File: config.mk
export PLATFORM = sky130hd
export DESIGN_NAME = lfsr_gen_flat
export DESIGN_NICKNAME = d
export VERILOG_FILES = /design/src/rtl/lfsr_gen_pkg.sv /design/src/rtl/lfsr_gen_if.sv /design/src/rtl/lfsr_gen_step.sv /design/src/rtl/lfsr_gen.sv /design/src/flat_wrapper.sv
export SDC_FILE = /design/constraint.sdc
export NUM_CORES = 1
export LEC_CHECK = 0
export BUFFER_PORTS_ARGS = -buffer_cell sky130_fd_sc_hd__buf_2
export CELL_PAD_IN_SITES_DETAIL_PLACEMENT = 1
export CELL_PAD_IN_SITES_GLOBAL_PLACEMENT = 2
export CORE_ASPECT_RATIO = 1.1
export CORE_MARGIN = 3
export CORE_UTILIZATION = 23
export CTS_CLUSTER_DIAMETER = 200
export DETAILED_ROUTE_END_ITERATION = 7
export PLACE_DENSITY = 0.83
export SETUP_SLACK_MARGIN = 0.5
export SKIP_CTS_REPAIR_TIMING = 1
export SYNTH_ARGS = -nofsm -noshare
export SYNTH_HDL_FRONTEND = slang
export SYNTH_SLANG_ARGS = --single-unit
File: constraint.sdc
create_clock -name i_clk -period 1.7 [get_ports i_clk]
set_input_delay 0.34 -clock i_clk [delete_from_list [all_inputs] [get_ports i_clk]]
set_output_delay 0.34 -clock i_clk [all_outputs]
set_load 0.02 [all_outputs]
File: src/rtl/lfsr_gen_pkg.sv
// Shared types and default constants for the lfsr_gen PRNG block.
// Holds the control FSM encoding used by the top and its users.
package lfsr_gen_pkg;

    typedef enum logic [1:0] {
        ST_IDLE = 2'd0,
        ST_RUN  = 2'd1,
        ST_LOCK = 2'd2
    } lfsr_state_e;

    localparam int         LFSR_WIDTH_DEF = 7;
    localparam logic [6:0] LFSR_TAPS_DEF  = 7'b1000001;
    localparam int         LFSR_STEP_DEF  = 1;
    localparam logic [6:0] LFSR_SEED_DEF  = 7'b0000001;
    localparam int         LFSR_CNT_W_DEF = 16;

endpackage

File: src/rtl/lfsr_gen_if.sv
// Control and output-stream bundle of the lfsr_gen block.
// The generator sits on the slave side; the stimulus/consumer on master.
interface lfsr_gen_if
    import lfsr_gen_pkg::*;
#(
    parameter int WIDTH = LFSR_WIDTH_DEF,
    parameter int CNT_W = LFSR_CNT_W_DEF
);
    logic             i_load;
    logic [WIDTH-1:0] i_seed;
    logic             i_start;
    logic             i_stop;
    logic             i_ready;
    logic             o_valid;
    logic [WIDTH-1:0] o_state;
    logic             o_bit;
    logic             o_lockup;
    logic             o_wrap;
    logic [CNT_W-1:0] o_period;

    modport master (
        output i_load, i_seed, i_start, i_stop, i_ready,
        input  o_valid, o_state, o_bit, o_lockup, o_wrap, o_period
    );

    modport slave (
        input  i_load, i_seed, i_start, i_stop, i_ready,
        output o_valid, o_state, o_bit, o_lockup, o_wrap, o_period
    );
endinterface

File: src/rtl/lfsr_gen_step.sv
// Combinational STEP-fold Fibonacci LFSR next-state function.
// Shared with the combiner model, so it carries no state of its own.
module lfsr_gen_step
    import lfsr_gen_pkg::*;
#(
    parameter int               WIDTH = LFSR_WIDTH_DEF,
    parameter logic [WIDTH-1:0] TAPS  = LFSR_TAPS_DEF,
    parameter int               STEP  = LFSR_STEP_DEF
) (
    input  logic [WIDTH-1:0] i_state,
    output logic [WIDTH-1:0] o_next
);
    always_comb begin
        logic [WIDTH-1:0] v;
        v = i_state;
        for (int k = 0; k < STEP; k++) begin
            v = {^(v & TAPS), v[WIDTH-1:1]};
        end
        o_next = v;
    end
endmodule

File: src/rtl/lfsr_gen.sv
// Parametrised Fibonacci LFSR with load/start/stop control and valid/ready out.
// Define LFSR_GEN_WRAP_DET_EN to build the seed-wrap detector and period counter.
module lfsr_gen
    import lfsr_gen_pkg::*;
#(
    parameter int               WIDTH        = LFSR_WIDTH_DEF,
    parameter logic [WIDTH-1:0] TAPS         = LFSR_TAPS_DEF,
    parameter int               STEP         = LFSR_STEP_DEF,
    parameter logic [WIDTH-1:0] DEFAULT_SEED = LFSR_SEED_DEF,
    parameter int               CNT_W        = LFSR_CNT_W_DEF
) (
    input logic      i_clk,
    input logic      i_rst,
    lfsr_gen_if.slave bus
);
    lfsr_state_e      r_fsm;
    logic [WIDTH-1:0] r_state;
    logic             r_valid;
    logic             r_lockup;
    logic [WIDTH-1:0] w_next;
    logic             w_seed_zero;
    logic             w_adv;

    lfsr_gen_step #(
        .WIDTH (WIDTH),
        .TAPS  (TAPS),
        .STEP  (STEP)
    ) u_step (
        .i_state (r_state),
        .o_next  (w_next)
    );

    assign w_seed_zero = (bus.i_seed == '0);
    // Load and stop both outrank the handshake, so neither may advance.
    assign w_adv = r_valid & bus.i_ready & ~bus.i_stop & ~bus.i_load;

    always_ff @(posedge i_clk) begin
        if (i_rst) begin
            r_fsm    <= ST_IDLE;
            r_state  <= DEFAULT_SEED;
            r_valid  <= 1'b0;
            r_lockup <= 1'b0;
        end else if (bus.i_load) begin
            r_state <= bus.i_seed;
            if (w_seed_zero) begin
                r_fsm    <= ST_LOCK;
                r_valid  <= 1'b0;
                r_lockup <= 1'b1;
            end else begin
                r_lockup <= 1'b0;
                if (r_fsm == ST_LOCK) begin
                    r_fsm   <= ST_IDLE;
                    r_valid <= 1'b0;
                end
            end
        end else begin
            unique case (r_fsm)
                ST_IDLE: begin
                    if (bus.i_start && !bus.i_stop) begin
                        r_fsm   <= ST_RUN;
                        r_valid <= 1'b1;
                    end
                end
                ST_RUN: begin
                    if (bus.i_stop) begin
                        r_fsm   <= ST_IDLE;
                        r_valid <= 1'b0;
                    end else if (w_adv) begin
                        r_state <= w_next;
                    end
                end
                ST_LOCK: begin
                    r_valid <= 1'b0;
                end
                default: begin
                    r_fsm   <= ST_IDLE;
                    r_valid <= 1'b0;
                end
            endcase
        end
    end

    assign bus.o_valid  = r_valid;
    assign bus.o_state  = r_state;
    assign bus.o_bit    = r_state[0];
    assign bus.o_lockup = r_lockup;

`ifdef LFSR_GEN_WRAP_DET_EN
    logic [WIDTH-1:0] r_seed;
    logic [CNT_W-1:0] r_cnt;
    logic [CNT_W-1:0] r_period;
    logic             r_wrap;
    logic [CNT_W-1:0] w_cnt_inc;

    assign w_cnt_inc = (&r_cnt) ? r_cnt : r_cnt + CNT_W'(1);

    always_ff @(posedge i_clk) begin
        if (i_rst) begin
            r_seed   <= DEFAULT_SEED;
            r_cnt    <= '0;
            r_period <= '0;
            r_wrap   <= 1'b0;
        end else if (bus.i_load) begin
            r_seed <= bus.i_seed;
            r_cnt  <= '0;
            r_wrap <= 1'b0;
        end else if (w_adv) begin
            if (w_next == r_seed) begin
                r_wrap   <= 1'b1;
                r_period <= w_cnt_inc;
                r_cnt    <= '0;
            end else begin
                r_wrap <= 1'b0;
                r_cnt  <= w_cnt_inc;
            end
        end else begin
            r_wrap <= 1'b0;
        end
    end

    assign bus.o_wrap   = r_wrap;
    assign bus.o_period = r_period;
`else
    assign bus.o_wrap   = 1'b0;
    assign bus.o_period = {CNT_W{1'b0}};
`endif

endmodule

File: src/flat_wrapper.sv
// flat-port wrapper written by rule: the top's interface ports become plain ports
module lfsr_gen_flat import lfsr_gen_pkg::*;
#(
    parameter int               WIDTH        = LFSR_WIDTH_DEF,
    parameter logic [WIDTH-1:0] TAPS         = LFSR_TAPS_DEF,
    parameter int               STEP         = LFSR_STEP_DEF,
    parameter logic [WIDTH-1:0] DEFAULT_SEED = LFSR_SEED_DEF,
    parameter int               CNT_W        = LFSR_CNT_W_DEF
)
  (i_clk, i_rst, bus_i_load, bus_i_seed, bus_i_start, bus_i_stop, bus_i_ready, bus_o_valid, bus_o_state, bus_o_bit, bus_o_lockup, bus_o_wrap, bus_o_period);
  lfsr_gen_if #(.WIDTH(WIDTH), .CNT_W(CNT_W)) bus_i ();
  input logic i_clk;
  input logic i_rst;
  input wire logic [$bits(bus_i.i_load)-1:0] bus_i_load;
  input wire logic [$bits(bus_i.i_seed)-1:0] bus_i_seed;
  input wire logic [$bits(bus_i.i_start)-1:0] bus_i_start;
  input wire logic [$bits(bus_i.i_stop)-1:0] bus_i_stop;
  input wire logic [$bits(bus_i.i_ready)-1:0] bus_i_ready;
  output wire logic [$bits(bus_i.o_valid)-1:0] bus_o_valid;
  output wire logic [$bits(bus_i.o_state)-1:0] bus_o_state;
  output wire logic [$bits(bus_i.o_bit)-1:0] bus_o_bit;
  output wire logic [$bits(bus_i.o_lockup)-1:0] bus_o_lockup;
  output wire logic [$bits(bus_i.o_wrap)-1:0] bus_o_wrap;
  output wire logic [$bits(bus_i.o_period)-1:0] bus_o_period;
  assign bus_i.i_load = bus_i_load;
  assign bus_i.i_seed = bus_i_seed;
  assign bus_i.i_start = bus_i_start;
  assign bus_i.i_stop = bus_i_stop;
  assign bus_i.i_ready = bus_i_ready;
  assign bus_o_valid = bus_i.o_valid;
  assign bus_o_state = bus_i.o_state;
  assign bus_o_bit = bus_i.o_bit;
  assign bus_o_lockup = bus_i.o_lockup;
  assign bus_o_wrap = bus_i.o_wrap;
  assign bus_o_period = bus_i.o_period;
  lfsr_gen #(.WIDTH(WIDTH), .TAPS(TAPS), .STEP(STEP), .DEFAULT_SEED(DEFAULT_SEED), .CNT_W(CNT_W)) u_core (.i_clk(i_clk), .i_rst(i_rst), .bus(bus_i));
endmodule
-- Word level (Yosys, flattened, before mapping)
Cells that the tools add are included.
- flip-flop bits (word level): 11
- bits in latches: 0
- memory bits (writable): 0
- memory bits (read-only): 0
- bits of input ports: 13
- logic and storage cells: 43
- memories: 0
- add/sub/neg operators: 0
- $mul: 0
- div/mod/pow operators: 0
- magnitude comparators: 0
- eq/ne operators: 7
- shift-type cells: 0
- multiplexer cells: 17
- bitwise gates (word level): 5
- reductions and logical operators: 10
- operators by type and width (operator ; count):
    $mux 7 ; 4
    $mux 2 ; 5
    $logic_not 7->1 ; 1
    $reduce_xor 7->1 ; 1
    $mux 1 ; 6
    $pmux 2 s3 ; 1
    $reduce_and 3->1 ; 2
    $ne 2x2->1 const B ; 2
    $reduce_and 4->1 ; 1
    $reduce_bool 2->1 ; 2
    $and 1x1->1 ; 3
    $ne 3x1->1 const B ; 1
    $ne 3x2->1 const B ; 1
    $ne 3x3->1 const B ; 1
    $eq 2x1->1 const B ; 1
    $eq 2x2->1 const B ; 1
    $logic_not 2->1 ; 1
    $not 1->1 ; 2
    $pmux 1 s2 ; 1
    $logic_and 1x1->1 ; 1
    $logic_not 1->1 ; 1

-- Depth between registers and ports, before layout
- depth after elaboration: 7
- depth in mapped cells: 5
- depth with buffers taken out: 4

-- Cells and area by module
Synthesis repeated with hierarchy kept, for this count alone.
- cells, all modules: 94
- area, all modules: 815.8 µm²
- by module, submodules not included (module ; times used ; cells an instance ; area an instance (µm²)):
    lfsr_gen ; 1 ; 87 ; 762.0
    lfsr_gen_step ; 1 ; 7 ; 53.8

-- Worst setup path after synthesis
OpenSTA, ideal clock, no wires.
- path type: register to register
- start: reg u_core.r_valid (netlist: u_core.bus.o_valid)
- end: reg u_core.r_state[4] (netlist: u_core.bus.o_state[4])
- arrival time: 1.330 ns
- data required time: 1.560 ns
- slack: 0.230 ns
- cell stages (with the launch flop): 6
- clock period less this slack: 1.470 ns
- path through: dfxtp_1 > nand2b_4 > or3_4 > buf_6 > nor3_1 > a2111oi_2
- longest elaborated chain between the ends: 5
- ends and longest elaborated chain (element ; line ; source):
    start, declared ; lfsr_gen.sv:18 ; logic r_valid;
    start signal, assigned ; lfsr_gen.sv:41 ; r_valid <= 1'b0;
    start signal, assigned ; lfsr_gen.sv:47 ; r_valid <= 1'b0;
    start signal, assigned ; lfsr_gen.sv:53 ; r_valid <= 1'b0;
    $and 1x1->1 (3 in series) ; lfsr_gen.sv:35 ; assign w_adv = r_valid & bus.i_ready & ~bus.i_stop & ~bus.i_load;
    $reduce_bool 2->1 (no line) ; -- ;
    $reduce_and 3->1 (no line) ; -- ;
    end signal, assigned ; lfsr_gen.sv:44 ; r_state <= bus.i_seed;
    end signal, assigned ; lfsr_gen.sv:69 ; r_state <= w_next;
    end, declared ; lfsr_gen.sv:17 ; logic [WIDTH-1:0] r_state;
No other way between the ends.
A chain may end at the register's enable or synchronous reset.

-- Worst setup path after layout
- start: reg u_core.r_valid (netlist: u_core.bus.o_valid)
- end: reg u_core.r_state[5] (netlist: u_core.bus.o_state[5])
The elaborated chain is that of the path after synthesis.

==> impl_metrics.env <==
export IMPL_status="completed"
export IMPL_start_util_pct=25.43
export IMPL_crit_fanout=6
export IMPL_yosysWarnings=0
export IMPL_port_buffers=22
export IMPL_static_leakage_power_nw=0.3736
export IMPL_min_period_ps=1303
export IMPL_core_region_area_sq_mm=0.002903
export IMPL_power_density_mw_per_mm2=695.8
export IMPL_hp_class="in2reg"
export IMPL_grt_overflow=0
export IMPL_ys_flop_type="dfxtp_1"
export IMPL_nets=123
export IMPL_r2r_end="u_core.bus.o_state[5]"
export IMPL_rows=20
export IMPL_syn_area_per_cell_sq_um=8.485
export IMPL_antenna_cells=0
export IMPL_cts_sinks=11
export IMPL_drive_above_1_share_pct=41.28
export IMPL_cts_tree="yes"
export IMPL_die_area_sq_mm=0.003926
export IMPL_cts_max_path_buffers=2
export IMPL_vias=638
export IMPL_finalNonFillerCells=142
export IMPL_crit_type="reg2reg"
export IMPL_setup_viol=0
export IMPL_rsz0062_at_grt="yes"
export IMPL_path_clk_slew_ps=80
export IMPL_via_per_inst=4.493
export IMPL_vdd_drop_max_mv=0.2944
export IMPL_synth_area_sq_um=738.2
export IMPL_ant_nets=0
export IMPL_synth_seq_area_share_pct=29.83
export IMPL_rr_worst_depth=3
export IMPL_reg2reg_slack_ps=400
export IMPL_gp_congestion=0.7351
export IMPL_final_cell_mix="buf_2, conb_1, dfxtp_1"
export IMPL_htreeDepth=1
export IMPL_grt_pass1_vias=626
export IMPL_p_total_uw=619.8
export IMPL_fin_setup_tns_ps=0
export IMPL_dp_slack_ps=213.1
export IMPL_max_freq_ghz=0.7676
export IMPL_num_io_pins=40
export IMPL_critPathCapture="u_core.bus.o_state[5]"
export IMPL_post_route_util_pct=30.69
export IMPL_syn2layout_area_growth_pct=20.68
export IMPL_final_common_cell="buf_2"
export IMPL_hold_violations=0
export IMPL_track_usage_pct=8.946
export IMPL_synth_edf_count=0
export IMPL_antenna_found_initial=0
export IMPL_grt_pass1_wl_mm=2.780
export IMPL_critPathLaunch="u_core.bus.o_valid"
export IMPL_cap_violations=0
export IMPL_period_share_pct=76.63
export IMPL_fin_ws_ps=397.3
export IMPL_required_ps=1860
export IMPL_start_kind="flip-flop"
export IMPL_arrival_ps=1470
export IMPL_r2r_start="u_core.bus.o_valid"
export IMPL_clk_latency_ps=270
export IMPL_cts_buffers=3
export IMPL_drt_initial_drc_count=13
export IMPL_wl_per_cell_um=13.11
export IMPL_fillCellCount=355
export IMPL_die_y_um=65.42
export IMPL_drv_slew=0
export IMPL_yosysUniqueCellTypes=29
export IMPL_drt_total_wl_mm=1.862
export IMPL_first_pass_iters=4
export IMPL_grt_max_degree=28
export IMPL_holdWs_ps=358.0
export IMPL_dp_cells=135
export IMPL_synth_seq_cells=11
export IMPL_endpoint_kind="flip-flop"
export IMPL_die_x_um=60.02
export IMPL_root_buffer="clkbuf_4"
export IMPL_place_area_sq_um=807.0
export IMPL_synth_async_sr_flop_share_pct=0
export IMPL_place_detailed_hpwl_mm=1.350
export IMPL_design_area_sq_um=890.9
export IMPL_synthCells=87
export IMPL_fin_skew_ps=2.079
export IMPL_drc=0
## metal layers
layer	GRT usage [%]	vias to the layer above	share of wire (%)
met1	10.57	291	43
met2	14.86	33	45
met4	0.8310	0	0.43
met5	0	-	0
li1	-	312	-
met3	4.519	2	12
## power breakdown
group          internal (mW)  leakage [nW]  switching (mW)
Sequential             0.271        0.0921          0.0145
Combinational         0.0499         0.267          0.0996
Clock                 0.0908        0.0150          0.0939
Total                  0.412         0.374           0.208
## how the worst min path moves through the flow
| stage | startpoint | to | cells past startpoint |
|---|---|---|---|
| 2_1_floorplan | u_core.r_fsm[0] | u_core.r_fsm[0] | 2 |
| 3_3_place_gp | u_core.bus.o_lockup | u_core.bus.o_lockup | 2 |
| 3_5_place_dp | u_core.bus.o_lockup | u_core.bus.o_lockup | 2 |
| 4_1_cts | bus_i_start | u_core.r_fsm[0] | 3 |
| 5_1_grt | bus_i_stop | u_core.r_fsm[0] | 4 |
| 6_report | bus_i_start | u_core.r_fsm[0] | 3 |
## worst max-delay path, cell delays in order, from the launching register on
cell and delay, ps:
dfxtp_4 370, nand2b_4 70, or3_4 440, a2111oi_2 320
## kinds of logic after synthesis
| family | after synthesis | share of synthesized area (%) |
|---|---|---|
| buf+inv | 26 | 23.56 |
| compound gates | 16 | 19.66 |
| xor+xnor | 2 | 2.373 |
| other cells | 1 | 0.5080 |
| flops | 11 | 29.83 |
| simple gates | 31 | 24.07 |
## synth_stat cells, types with 2 or more instances
cell type / n / area, sq um
a21oi_1: 5 / 25.02
inv_1: 3 / 11.26
dfxtp_1: 11 / 220.2
nor2_1: 5 / 18.77
clkbuf_1: 2 / 7.510
nand3_1: 2 / 10.01
buf_4: 18 / 135.1
nand2_1: 2 / 7.510
nor3_1: 8 / 40.04
a2111oi_2: 5 / 75.07
nor2b_1: 6 / 37.54
nor4_1: 3 / 18.77
## area by class of cell
type	count	area, sq um	area share (%)
clock buffer	4	26.28	2.949
timing repair buffer	24	127.6	14.33
multi-input combinational	67	454.2	50.98
sequential	11	230.2	25.84
tap	33	41.29	4.635
inverter	3	11.26	1.264
## flip-flops by register name, indices dropped and copies added, names as in the netlist
name                 count
u_core.bus.o_state       7
u_core.r_fsm             2
u_core.bus.o_lockup      1
u_core.bus.o_valid       1
No activity file was read; power rests on OpenSTA's default activity.
